File: config.mk
export PLATFORM = sky130hd
export DESIGN_NAME = oh_skidbuf
export DESIGN_NICKNAME = d
export VERILOG_FILES = /design/src/rtl/oh_skidbuf.sv
export SDC_FILE = /design/constraint.sdc
export NUM_CORES = 1
export LEC_CHECK = 0
export ABC_AREA = 1
export BUFFER_PORTS_ARGS = -buffer_cell sky130_fd_sc_hd__buf_2
export CAP_MARGIN = 20
export CORE_AREA = 5 5 42 44
export DETAILED_ROUTE_END_ITERATION = 8
export DIE_AREA = 0 0 47 49
export GPL_ROUTABILITY_DRIVEN = 1
export PLACE_DENSITY = 0.43
export SYNTH_ARGS = -nofsm -noshare
export SYNTH_HDL_FRONTEND = slang
export SYNTH_SLANG_ARGS = --single-unit
File: constraint.sdc
create_clock -name clk -period 2.2 [get_ports clk]
set_clock_uncertainty 0.15 [all_clocks]
set_input_delay 0.44 -clock clk [delete_from_list [all_inputs] [get_ports clk]]
set_output_delay 0.44 -clock clk [all_outputs]
set_load 0.01 [all_outputs]
File: src/rtl/oh_skidbuf.sv
// Two-entry skid buffer: registered output word plus a skid word, every output a flop.
// Latency 1 cycle from an accepted word into EMPTY; in_ready drops only when both entries are held.
module oh_skidbuf #(
  parameter int N   = 1,
  parameter     SYN = "TRUE"
) (
  input  logic         clk,
  input  logic         nreset,
  input  logic         in_valid,
  input  logic [N-1:0] in_data,
  output logic         in_ready,
  output logic         out_valid,
  output logic [N-1:0] out_data,
  input  logic         out_ready,
  output logic [1:0]   level
);

  typedef enum logic [1:0] {
    ST_EMPTY = 2'd0,
    ST_BUSY  = 2'd1,
    ST_FULL  = 2'd2
  } state_t;

  state_t       state_q, state_d;
  logic         in_ready_q, in_ready_d;
  logic         out_valid_q, out_valid_d;
  logic [1:0]   level_q, level_d;
  logic [N-1:0] out_data_q, out_data_d;
  logic [N-1:0] skid_q, skid_d;

  logic in_fire, out_fire;

  // Handshakes use only the registered readies/valids, so no in->out or out_ready->in_ready path.
  assign in_fire  = in_valid & in_ready_q;
  assign out_fire = out_valid_q & out_ready;

  always_comb begin
    state_d    = state_q;
    out_data_d = out_data_q;
    skid_d     = skid_q;
    case (state_q)
      ST_EMPTY: begin
        if (in_fire) begin
          state_d    = ST_BUSY;
          out_data_d = in_data;
        end
      end
      ST_BUSY: begin
        if (in_fire && !out_fire) begin
          state_d = ST_FULL;
          skid_d  = in_data;
        end else if (!in_fire && out_fire) begin
          state_d = ST_EMPTY;
        end else if (in_fire && out_fire) begin
          out_data_d = in_data;
        end
      end
      ST_FULL: begin
        if (out_fire) begin
          state_d    = ST_BUSY;
          out_data_d = skid_q;
        end
      end
      default: state_d = ST_EMPTY;
    endcase

    in_ready_d  = (state_d != ST_FULL);
    out_valid_d = (state_d != ST_EMPTY);
    case (state_d)
      ST_BUSY: level_d = 2'd1;
      ST_FULL: level_d = 2'd2;
      default: level_d = 2'd0;
    endcase
  end

  always_ff @(posedge clk or negedge nreset) begin
    if (!nreset) begin
      state_q     <= ST_EMPTY;
      in_ready_q  <= 1'b1;
      out_valid_q <= 1'b0;
      level_q     <= 2'd0;
    end else begin
      state_q     <= state_d;
      in_ready_q  <= in_ready_d;
      out_valid_q <= out_valid_d;
      level_q     <= level_d;
    end
  end

  // Both branches give the same cycle behaviour; the non-TRUE form is a load-enable datapath.
  if (SYN == "TRUE") begin : g_syn
    always_ff @(posedge clk or negedge nreset) begin
      if (!nreset) begin
        out_data_q <= '0;
        skid_q     <= '0;
      end else begin
        out_data_q <= out_data_d;
        skid_q     <= skid_d;
      end
    end
  end else begin : g_beh
    always_ff @(posedge clk or negedge nreset) begin
      if (!nreset) begin
        out_data_q <= '0;
        skid_q     <= '0;
      end else begin
        if (out_data_d != out_data_q) out_data_q <= out_data_d;
        if (skid_d != skid_q) skid_q <= skid_d;
      end
    end
  end

  assign in_ready  = in_ready_q;
  assign out_valid = out_valid_q;
  assign out_data  = out_data_q;
  assign level     = level_q;

endmodule

==> results of run 1 <==
## area by class of cell
class                      instances  area [µm²]
clock buffer                       4       26.28
fill                             159       947.2
inverter                           4       15.01
multi-input combinational         24       136.4
sequential                         8       201.4
tap                               16       20.02
timing repair buffer              10       55.05
## what timing repair did
action                                 4_1_cts  5_1_grt
endpoints found under the hold margin        7        0
gates resized for setup                      0        0
hold buffers                                 1        0
## through the flow
stage	total power, mW	cell area, µm²	std cells
after global routing	0.7841	454.2	66
after global placement	0.6106	417.9	61
after floorplan	0.5145	352.8	36
after CTS	0.7374	454.2	66
final	0.7216	454.2	66
after detailed placement	0.6096	417.9	61
## registers in the layout (all words and copies together) (netlist names)
signal     count
in_ready       1
level          2
out_data       1
out_valid      1
skid_q         1
state_q        2
## how the worst min path moves through the flow
stage                     startpoint       end  slack [ns]  cells past startpoint
after detailed placement      nreset    skid_q        0.15                      1
after floorplan               nreset  level[0]      -0.006                      0
after global placement        nreset    skid_q        0.15                      1
after CTS                    in_data    skid_q        0.25                      3
after global routing         in_data    skid_q        0.28                      3
final                        in_data    skid_q        0.26                      3
## synth_stat cells
library cell | count | area [µm²]
nand2_1 | 10 | 37.54
dfrtp_1 | 7 | 175.2
inv_2 | 3 | 11.26
o21ai_0 | 3 | 15.01
nand2_2 | 2 | 12.51
nand3_1 | 2 | 10.01
nor2_1 | 2 | 7.510
dfstp_2 | 1 | 26.28
inv_1 | 1 | 3.750
nand2_4 | 1 | 11.26
nand3_2 | 1 | 10.01
nor2_4 | 1 | 11.26
o21ai_1 | 1 | 5.000
o21ai_4 | 1 | 16.27
## layer usage
metal,routed length (µm),up-vias,global-route usage (%)
met3,26,2,3.321
met1,303,144,7.848
met2,344,5,11.09
li1,-,142,-
met5,0,-,0
met4,5,0,4.147
## power by group through the flow
stage          logic, mW  registers (mW)  clock network [mW]
2_1_floorplan      0.208           0.306                   0
3_3_place_gp       0.322           0.288                   0
3_5_place_dp       0.321           0.288                   0
4_1_cts            0.324           0.286               0.128
5_1_grt            0.354           0.292               0.137
6_report           0.316           0.286               0.120
## kinds of logic (layout without fill, tap and decap cells)
| family | Yosys count | after routing |
|---|---|---|
| buf+inv | 4 | 18 |
| compound gates | 5 | 5 |
| simple gates | 19 | 19 |
| flops | 8 | 8 |
==> metrics.txt, run 1 <==
nets@finish 56; relative slew slack ~83%; Iter 0 DRT Violations 1; mean area per synthesized cell approximately 9.8 µm²; Compound-Gate Fraction of Synth Area 10.28%; Mapped Nets 41; Cell variety after synth 14; Slew @ Worst Pin approximately 0.26 ns; CP max stage delay ~0.54 ns; Die Y approximately 49 µm; R2R depth 4; Post-Synth Adder-Cell Area 0%; R2R Path Start state_q[1]; first-pass GRT wire length approximately 1200 µm; WP data arrival 0.92 ns; core box area between 0.001 and 0.0015 mm²; main combinational cell family by area after synthesis simple AND/OR/NAND/NOR gates; Die Span X around 47 µm; Critical Path RT ~1.6 ns; highest clock rate 663.9 MHz; Setup CP Type register to output port; DRC violations left 0; Final Max Tran Viols 0; Mapped Cells 36; Crit path depth 1; setup bufs post-CTS 0; net load switching power between 0.3 and 0.4 mW; IO Pins 10; CP Cell Sequence buf_2; Worst-Skew Late Latency between 0.2 and 0.3 ns; Yosys Warn Count 0; HPWL after DPL about 520 µm; Core Rows 14; RSZ-0062 raised after global routing false; vias roughly 290; Min-Delay Path Class input pin to register; Max H-tree Level 1; fin crit share roughly 70%; Critical Path Start Type register; diode count 0; Buffers on Ports 9; switch share 41.89%; Area growth syn-to-layout 28.72%; clock share of power around 17%; Final Hold Fails 0; Critical Path Slowest Stage Cell dfstp_2; R2R Path End out_data; Post-Route WL approximately 680 µm; share of the yosys chip area belonging to registers between 50 and 60%; DRT Pass-1 Iters 5; GR Util All Layers roughly 7.2%; ANT nets after route 0; CP max FO 3; crit path to in_ready; Pleak between 0.2 and 0.25 nW; pre-CTS WS ~0.96 ns; CTS tree yes; Crit. End Element output port; reg-to-reg slack, setup around 1.0 ns; Seq cells post-synth 8; Sequential Power Share roughly 40%; Max clock buf depth 2; vias in the first global route 290; most frequent cells in the layout nand2_1, buf_2, dfrtp_1; fraction of layout cells with a size suffix above 1 between 40% and 50%; vias per std cell between 4 and 5; most common cell after layout, fill and taps aside nand2_1; logic gate share of total power a little over two fifths; GR Overflow Total 0; Synth Area in XOR/XNOR 0%; Final Hold Slack between 0.2 and 0.3 ns; setup ws final ~0.69 ns; Final setup viols 0; average routed wire per standard cell a little over 10 µm; status complete, no violations; CTS Buf Count 3; CP top delay family flip-flops; fin util around a third; clock transition at the registers of the reported paths around 0.060 ns; setup tns final 0 ns; Critical path buffers and inverters 1; clock tree sinks 8; GPL Wtd Cong slightly above 0.7; Int Power approximately 0.42 mW; pin count of the biggest net entering global routing 9; post-synthesis mux area share 0%; CP startpoint in_ready; die area between 0.002 and 0.0025 mm²; initial core utilization 25.18%; PwrDens around 1600 mW/mm²; Min Clock Period, post-route about 1.5 ns; Post-Syn Area approximately 350 µm²; Max Cap Viol 0; Synth Area in Simple Gates 28.37%; antenna violations before repair 0; CTS root buf clkbuf_4; Peak VDD IR between 0.5 and 0.6 mV
(Power assumes the default switching activity.)
==> run 2: changes to the inputs <==
--- a/config.mk
+++ b/config.mk
@@ -5,14 +5,14 @@
 export SDC_FILE = /design/constraint.sdc
 export NUM_CORES = 1
 export LEC_CHECK = 0
-export ABC_AREA = 1
+export ABC_AREA = 0
 export BUFFER_PORTS_ARGS = -buffer_cell sky130_fd_sc_hd__buf_2
 export CAP_MARGIN = 20
 export CORE_AREA = 5 5 42 44
 export DETAILED_ROUTE_END_ITERATION = 8
 export DIE_AREA = 0 0 47 49
 export GPL_ROUTABILITY_DRIVEN = 1
-export PLACE_DENSITY = 0.43
+export PLACE_DENSITY = 0.44
 export SYNTH_ARGS = -nofsm -noshare
 export SYNTH_HDL_FRONTEND = slang
 export SYNTH_SLANG_ARGS = --single-unit
==> constraint.sdc (replaced) <==
create_clock -name clk -period 1.45 [get_ports clk]
set_clock_uncertainty 0.15 [all_clocks]
set_input_delay 0.29 -clock clk [delete_from_list [all_inputs] [get_ports clk]]
set_output_delay 0.29 -clock clk [all_outputs]
set_load 0.01 [all_outputs]
==> run 2 against run 1 <==
Compared with the run above:
- core utilization rose by 3.6 points
- setup slack worse by 0.67 ns
- hold slack worse by 0.13 ns
- clock power rose by 54%
- critical path depth rose by 2
- sequential power is 39% higher
- sequential share of layout area down 4.4 points
- non-clock buffer count increased by 3
- via count fell by 4.8%
- total power increased by 36%
- first-iteration DRC count did not move
- design area grew 11%
- largest power group is now registers
==> metrics.txt, run 2 <==
hold path startpoint in_data; CTS root buf clkbuf_4; Post-synth EDFFs 0 (unchanged); post-synthesis mux area share 3.158% (+3.2 points); Pleak 0.2321 nW (+1.2%); RSZ-0062 raised after global routing true; Critical Path Slowest Stage Cell dfstp_2; highest clock rate ~700 MHz; IO Pins 10 (unchanged); GPL Wtd Cong 0.7269 (+0.62%); GR Util All Layers 8.009% (+0.78 points); most common cell after layout, fill and taps aside buf_2; vias per std cell 4.500 (+1.4%); Crit. End Element register; CP max FO 3 (unchanged); Final setup viols 0 (unchanged); Synth Area in Simple Gates 24.56% (-3.8 points); Core Rows 14 (unchanged); Yosys Warn Count 0 (unchanged); vias 279 (-4.8%); Slew @ Worst Pin 0.3091 ns (+0.05019 ns); pre-CTS WS -0.02606 ns (-0.9832 ns); antenna violations before repair 0 (unchanged); Max clock buf depth 2 (unchanged); Synth area leader dfrtp_1; CP Cell Sequence nand2_4 -> or3_4 -> a311oi_1; Post-Syn Area 356.6 µm² (+1.1%); pin count of the biggest net entering global routing 9 (unchanged); first-pass GRT wire length 1359 µm (+13%); R2R depth 3 (-1); DRC violations left 0 (unchanged); Max H-tree Level 1 (unchanged); count leader, synth dfrtp_1; Synth Area in XOR/XNOR 0% (unchanged); Final Hold Slack 0.1278 ns (-0.1326 ns); Buffers on Ports 9 (unchanged); Mapped Nets 34 (-17%); Peak VDD IR 0.7298 mV (+28%); Min Clock Period, post-route around 1.4 ns; ANT nets after route 0 (unchanged); nets@finish 52 (-7.1%); Die Span X 47 µm (unchanged); Iter 0 DRT Violations 1 (unchanged); CTS tree yes; ranking of synthesized cells by area dfrtp_1, dfstp_2, o21a_1; R2R Path Start in_ready; mean area per synthesized cell 12.30 µm² (+25%); share of the yosys chip area belonging to registers 56.49% (-0.60 points); DRT Pass-1 Iters 2 (-3); Post-Route WL 742 µm (+9.1%); worst hold stages 2 (-1); WP data arrival 1.43 ns (+0.51 ns); initial core utilization 25.45% (+0.27 points); synth cell count leaders dfrtp_1, nand3_1, o21a_1; Worst-Skew Late Latency 0.25 ns (about the same); M1 wire length 327 µm (+7.9%); Cell variety after synth 21 (+7); R2R Path End out_data; Final Max Tran Viols 0 (unchanged); Min-Delay Path Class input pin to register; fraction of layout cells with a size suffix above 1 47.83% (+3.8 points); Critical Path RT 1.46 ns (-0.15 ns); Max Cap Viol 0 (unchanged); most frequent cells in the layout buf_2, dfrtp_1, clkbuf_4, buf_4; CTS Buf Count 3 (unchanged); PwrDens 1941 mW/mm² (+22%); fin crit share a little over nine tenths; GR Overflow Total 0 (unchanged); setup bufs post-CTS 0 (unchanged); Met3 Routed Length 45 µm (+73%); Final Hold Fails 0 (unchanged); Post-synth ARST share 100.0% (unchanged); Post-Synth Adder-Cell Area 0% (unchanged); average routed wire per standard cell 11.97 µm (+16%); metal2 WL 364 µm (+5.8%); Critical Path Start Type register; relative slew slack 79.39% (-3.3 points); reg-to-reg slack, setup 0.03 ns (-0.99 ns); clock tree sinks 8 (unchanged); Mapped Cells 29 (-19%); Synth Flop Type dfrtp_1; clock transition at the registers of the reported paths 0.06 ns (about the same); setup ws final 0.02701 ns (-0.6668 ns); Setup CP Type register to register; die area 0.002303 mm² (unchanged); Compound-Gate Fraction of Synth Area 14.74% (+4.5 points); Die Y 49 µm (unchanged); total power 0.9785 mW (+36%); Seq cells post-synth 8 (unchanged); vias in the first global route 332 (+14%); CP max stage delay 0.56 ns (+0.02 ns); core box area 0.001401 mm² (unchanged); Area growth syn-to-layout 41.40%; sink of the worst hold path skid_q; top-area cell type share of the netlist area 49.12% (-0.52 points); top sig layer met4; setup tns final 0 ns (unchanged); main combinational cell family by area after synthesis simple AND/OR/NAND/NOR gates; status complete, no violations; diode count 0 (unchanged)
## run 2: cell types whose count changed after synthesis, moves of 2 or more
cell / previous run / this run
o21a_1: 0 / 2
inv_2: 3 / 0
o21ai_0: 3 / 1
nand2_1: 10 / 1
## run 2: timing repair
action,CTS,global route
setup endpoints to repair,1,1
resized for setup,1,3
endpoints found under the hold margin,8,0
hold buffers,1,0
## run 2: worst max-delay path, delay by kind of cell, from the launching register on
family             cells  cell delay (ns)
AOI/OAI and AO/OA      1             0.21
DFF                    1             0.56
and+or+nand+nor        2             0.41
## run 2: cells by family (layout without fill, tap and decap cells)
group | count (synthesis) | count (layout)
flip-flops | 8 | 8
AO/OA/AOI/OAI | 7 | 7
AND/OR/NAND/NOR | 12 | 12
buffers and inverters | 1 | 18
multiplexers | 1 | 1
## run 2: final cells by class
| class | instances | area, µm² |
|---|---|---|
| fill | 158 | 897.1 |
| sequential | 8 | 201.4 |
| clock buffer | 4 | 26.28 |
| inverter | 1 | 3.754 |
| multi-input combinational | 20 | 175.2 |
| timing repair buffer | 13 | 77.57 |
| tap | 16 | 20.02 |
## run 2: through the flow
| stage | instance area, µm² | utilization [%] | std cells |
|---|---|---|---|
| after floorplan | 356.6 | - | 29 |
| after global placement | 444.2 | 31.70 | 57 |
| after detailed placement | 444.2 | 31.70 | 57 |
| after CTS | 485.5 | 34.64 | 62 |
| after global routing | 504.2 | 35.98 | 62 |
| final | 504.2 | 35.98 | 62 |
## run 2: worst max-delay path by stage
| stage | startpoint | endpoint | slack (ns) | depth (start not counted) |
|---|---|---|---|---|
| 6_report | in_ready | out_data | 0.03 | 3 |
| 5_1_grt | in_ready | out_data | -0.004 | 3 |
| 4_1_cts | state_q[0] | skid_q | 0.04 | 3 |
| 3_5_place_dp | out_ready | skid_q | -0.03 | 4 |
| 3_3_place_gp | out_ready | skid_q | 0.02 | 4 |
| 2_1_floorplan | out_valid | skid_q | 0.0002 | 3 |
## run 2: routing by layer
metal / up-vias / track usage (%)
met5: - / 0
met4: 0 / 5.530
met3: 2 / 2.583
met2: 6 / 11.31
met1: 130 / 9.865
li1: 141 / -
## run 2: power by group
group | leakage [nW] | internal, mW | switching, mW | total (mW)
clock | 0.0150 | 0.106 | 0.0799 | 0.185
combinational | 0.121 | 0.227 | 0.168 | 0.396
sequential | 0.0960 | 0.323 | 0.0742 | 0.397
==> run 3: changes to the inputs <==
--- a/config.mk
+++ b/config.mk
@@ -12,6 +12,7 @@
 export DETAILED_ROUTE_END_ITERATION = 8
 export DIE_AREA = 0 0 47 49
 export GPL_ROUTABILITY_DRIVEN = 1
+export MAX_ROUTING_LAYER = met4
 export PLACE_DENSITY = 0.44
 export SYNTH_ARGS = -nofsm -noshare
 export SYNTH_HDL_FRONTEND = slang
==> run 3 against run 2 <==
Compared with the run above:
- non-clock buffer count did not move
- total power did not move
- global-route usage rose by 0.20 points
==> metrics.txt, run 3 (same netlist as run 2, synthesis figures left out) <==
CP max stage delay 0.56 ns (about the same); DRC violations left 0 (unchanged); average routed wire per standard cell 11.97 µm (unchanged); worst hold stages 2 (unchanged); vias 279 (unchanged); die area 0.002303 mm² (unchanged); CTS tree yes; Sequential Power Share 40.6% (about the same); logic gate share of total power 40.4% (about the same); most frequent cells in the layout buf_2, dfrtp_1, clkbuf_4, buf_4; final std cells w/o fill 62 (unchanged); register area 201.4 µm² (unchanged); Max H-tree Level 1 (unchanged); Die Y 49 µm (unchanged); Critical path buffers and inverters 0 (unchanged); Core Rows 14 (unchanged); clock transition at the registers of the reported paths 0.06 ns (about the same); Critical Path Start Type register; CP top delay family flip-flops; DRT Pass-1 Iters 2 (unchanged); R2R depth 3 (unchanged); Worst-Skew Late Latency 0.25 ns (about the same); Final Hold Fails 0 (unchanged); Die Span X 47 µm (unchanged); Final Max Tran Viols 0 (unchanged); core box area 0.001401 mm² (unchanged); met2 usage 11.31% (unchanged); CTS Buf Count 3 (unchanged); Buffers on Ports 9 (unchanged); R2R Path End out_data; Final setup viols 0 (unchanged); clock tree sinks 8 (unchanged); setup tns final 0 ns (unchanged); footprint of the multi-input gates 175.2 µm² (unchanged); switch share 32.97% (unchanged); antenna violations before repair 0 (unchanged); first-pass GRT wire length 1359 µm (unchanged); WP data arrival 1.43 ns (about the same); Final Hold Slack 0.1278 ns (unchanged); Critical Path Slowest Stage Cell dfstp_2; vias per std cell 4.500 (unchanged); clock share of power 19.0% (about the same); GR Util All Layers 8.212% (+0.20 points); Peak VDD IR 0.7298 mV (unchanged); Max Cap Viol 0 (unchanged); vias in the first global route 332 (unchanged); Area growth syn-to-layout 41.40% (unchanged); R2R Path Start in_ready; post-placement cell count 57 (unchanged); fraction of layout cells with a size suffix above 1 47.83% (unchanged); sink of the worst hold path skid_q; total power 0.9785 mW (unchanged); gr busiest metal met2; ANT nets after route 0 (unchanged); Min Clock Period, post-route 1.423 ns (+0.0000002000 ns); initial core utilization 25.45% (unchanged); RSZ-0062 raised after global routing true; met1 global-route usage 10.09% (+0.22 points); PwrDens 1941 mW/mm² (unchanged); GPL Wtd Cong 0.7356 (+1.2%); status complete, no violations; Setup CP Type register to register; hold path startpoint in_data; Min-Delay Path Class input pin to register; reg-to-reg slack, setup 0.03 ns (about the same); Pleak 0.2321 nW (unchanged); GR Overflow Total 0 (unchanged); fin crit share 98.14% (about the same); highest clock rate 702.7 MHz (unchanged); CP max FO 3 (unchanged); relative slew slack 79.39% (unchanged); nets@finish 52 (unchanged); Iter 0 DRT Violations 1 (unchanged); Max clock buf depth 2 (unchanged); filler cell count 158 (unchanged); Crit. End Element register; grt met3 use 2.214% (-0.37 points); Post-Route WL 742 µm (unchanged); diode count 0 (unchanged); IO Pins 10 (unchanged); Int Power 0.6559 mW (unchanged); Slew @ Worst Pin 0.3091 ns (unchanged); CP Cell Sequence nand2_4 -> or3_4 -> a311oi_1; net load switching power 0.3226 mW (unchanged); most common cell after layout, fill and taps aside buf_2; Critical Path RT 1.46 ns (about the same); pin count of the biggest net entering global routing 9 (unchanged); CTS root buf clkbuf_4
[run 3: cell counts in the layout (fill, tap and decap cells not counted)]
No cell type changed its count.
[run 3: cell type report]
cell class | count | share of cell area, %
clock buffers | 4 | 5.211
inverters | 1 | 0.7444
well taps | 16 | 3.970
flip-flops and latches | 8 | 39.95
multi-input cells | 20 | 34.74
repair buffers | 13 | 15.38
[run 3: power by group through the flow]
stage | Sequential [mW] | Combinational [mW] | Clock [mW]
2_1_floorplan | 0.413 | 0.189 | 0
3_3_place_gp | 0.388 | 0.368 | 0
3_5_place_dp | 0.387 | 0.370 | 0
4_1_cts | 0.386 | 0.378 | 0.197
5_1_grt | 0.410 | 0.445 | 0.207
6_report | 0.397 | 0.396 | 0.185
[run 3: worst register-to-register path: stages (launching register included)]
cell and delay, ns:
dfstp_2 0.56, nand2_4 0.07, or3_4 0.34, a311oi_1 0.21
[run 3: how the worst max path moves through the flow]
stage                     from        to  depth (start not counted)  slack [ns]
global placement     out_ready    skid_q                          4        0.02
detailed placement   out_ready    skid_q                          4       -0.03
CTS                 state_q[0]    skid_q                          3        0.04
finish                in_ready  out_data                          3        0.03
global route          in_ready  out_data                          3      -0.004
floorplan            out_valid    skid_q                          3      0.0002
[run 3: per-layer routing]
metal | vias to the layer above | share of wire (%)
li1 | 141 | -
met1 | 130 | 45
met2 | 6 | 49
met3 | 2 | 5.3
met4 | 0 | 0.67
met5 | - | 0
[run 3: metrics by stage]
step	area [µm²]	util, %	setup WS [ns]
floorplan	356.6	-	0.0001937
global placement	444.2	31.70	0.02326
detailed placement	444.2	31.70	-0.02606
CTS	485.5	34.64	0.04004
global route	504.2	35.98	-0.003559
finish	504.2	35.98	0.02701
[run 3: what timing repair did]
action	in CTS	in global routing
buffers inserted	0	0
setup endpoints to repair	1	1
hold buffers	1	0
cloned	0	0
endpoints found under the hold margin	8	0
gates resized for setup	1	3
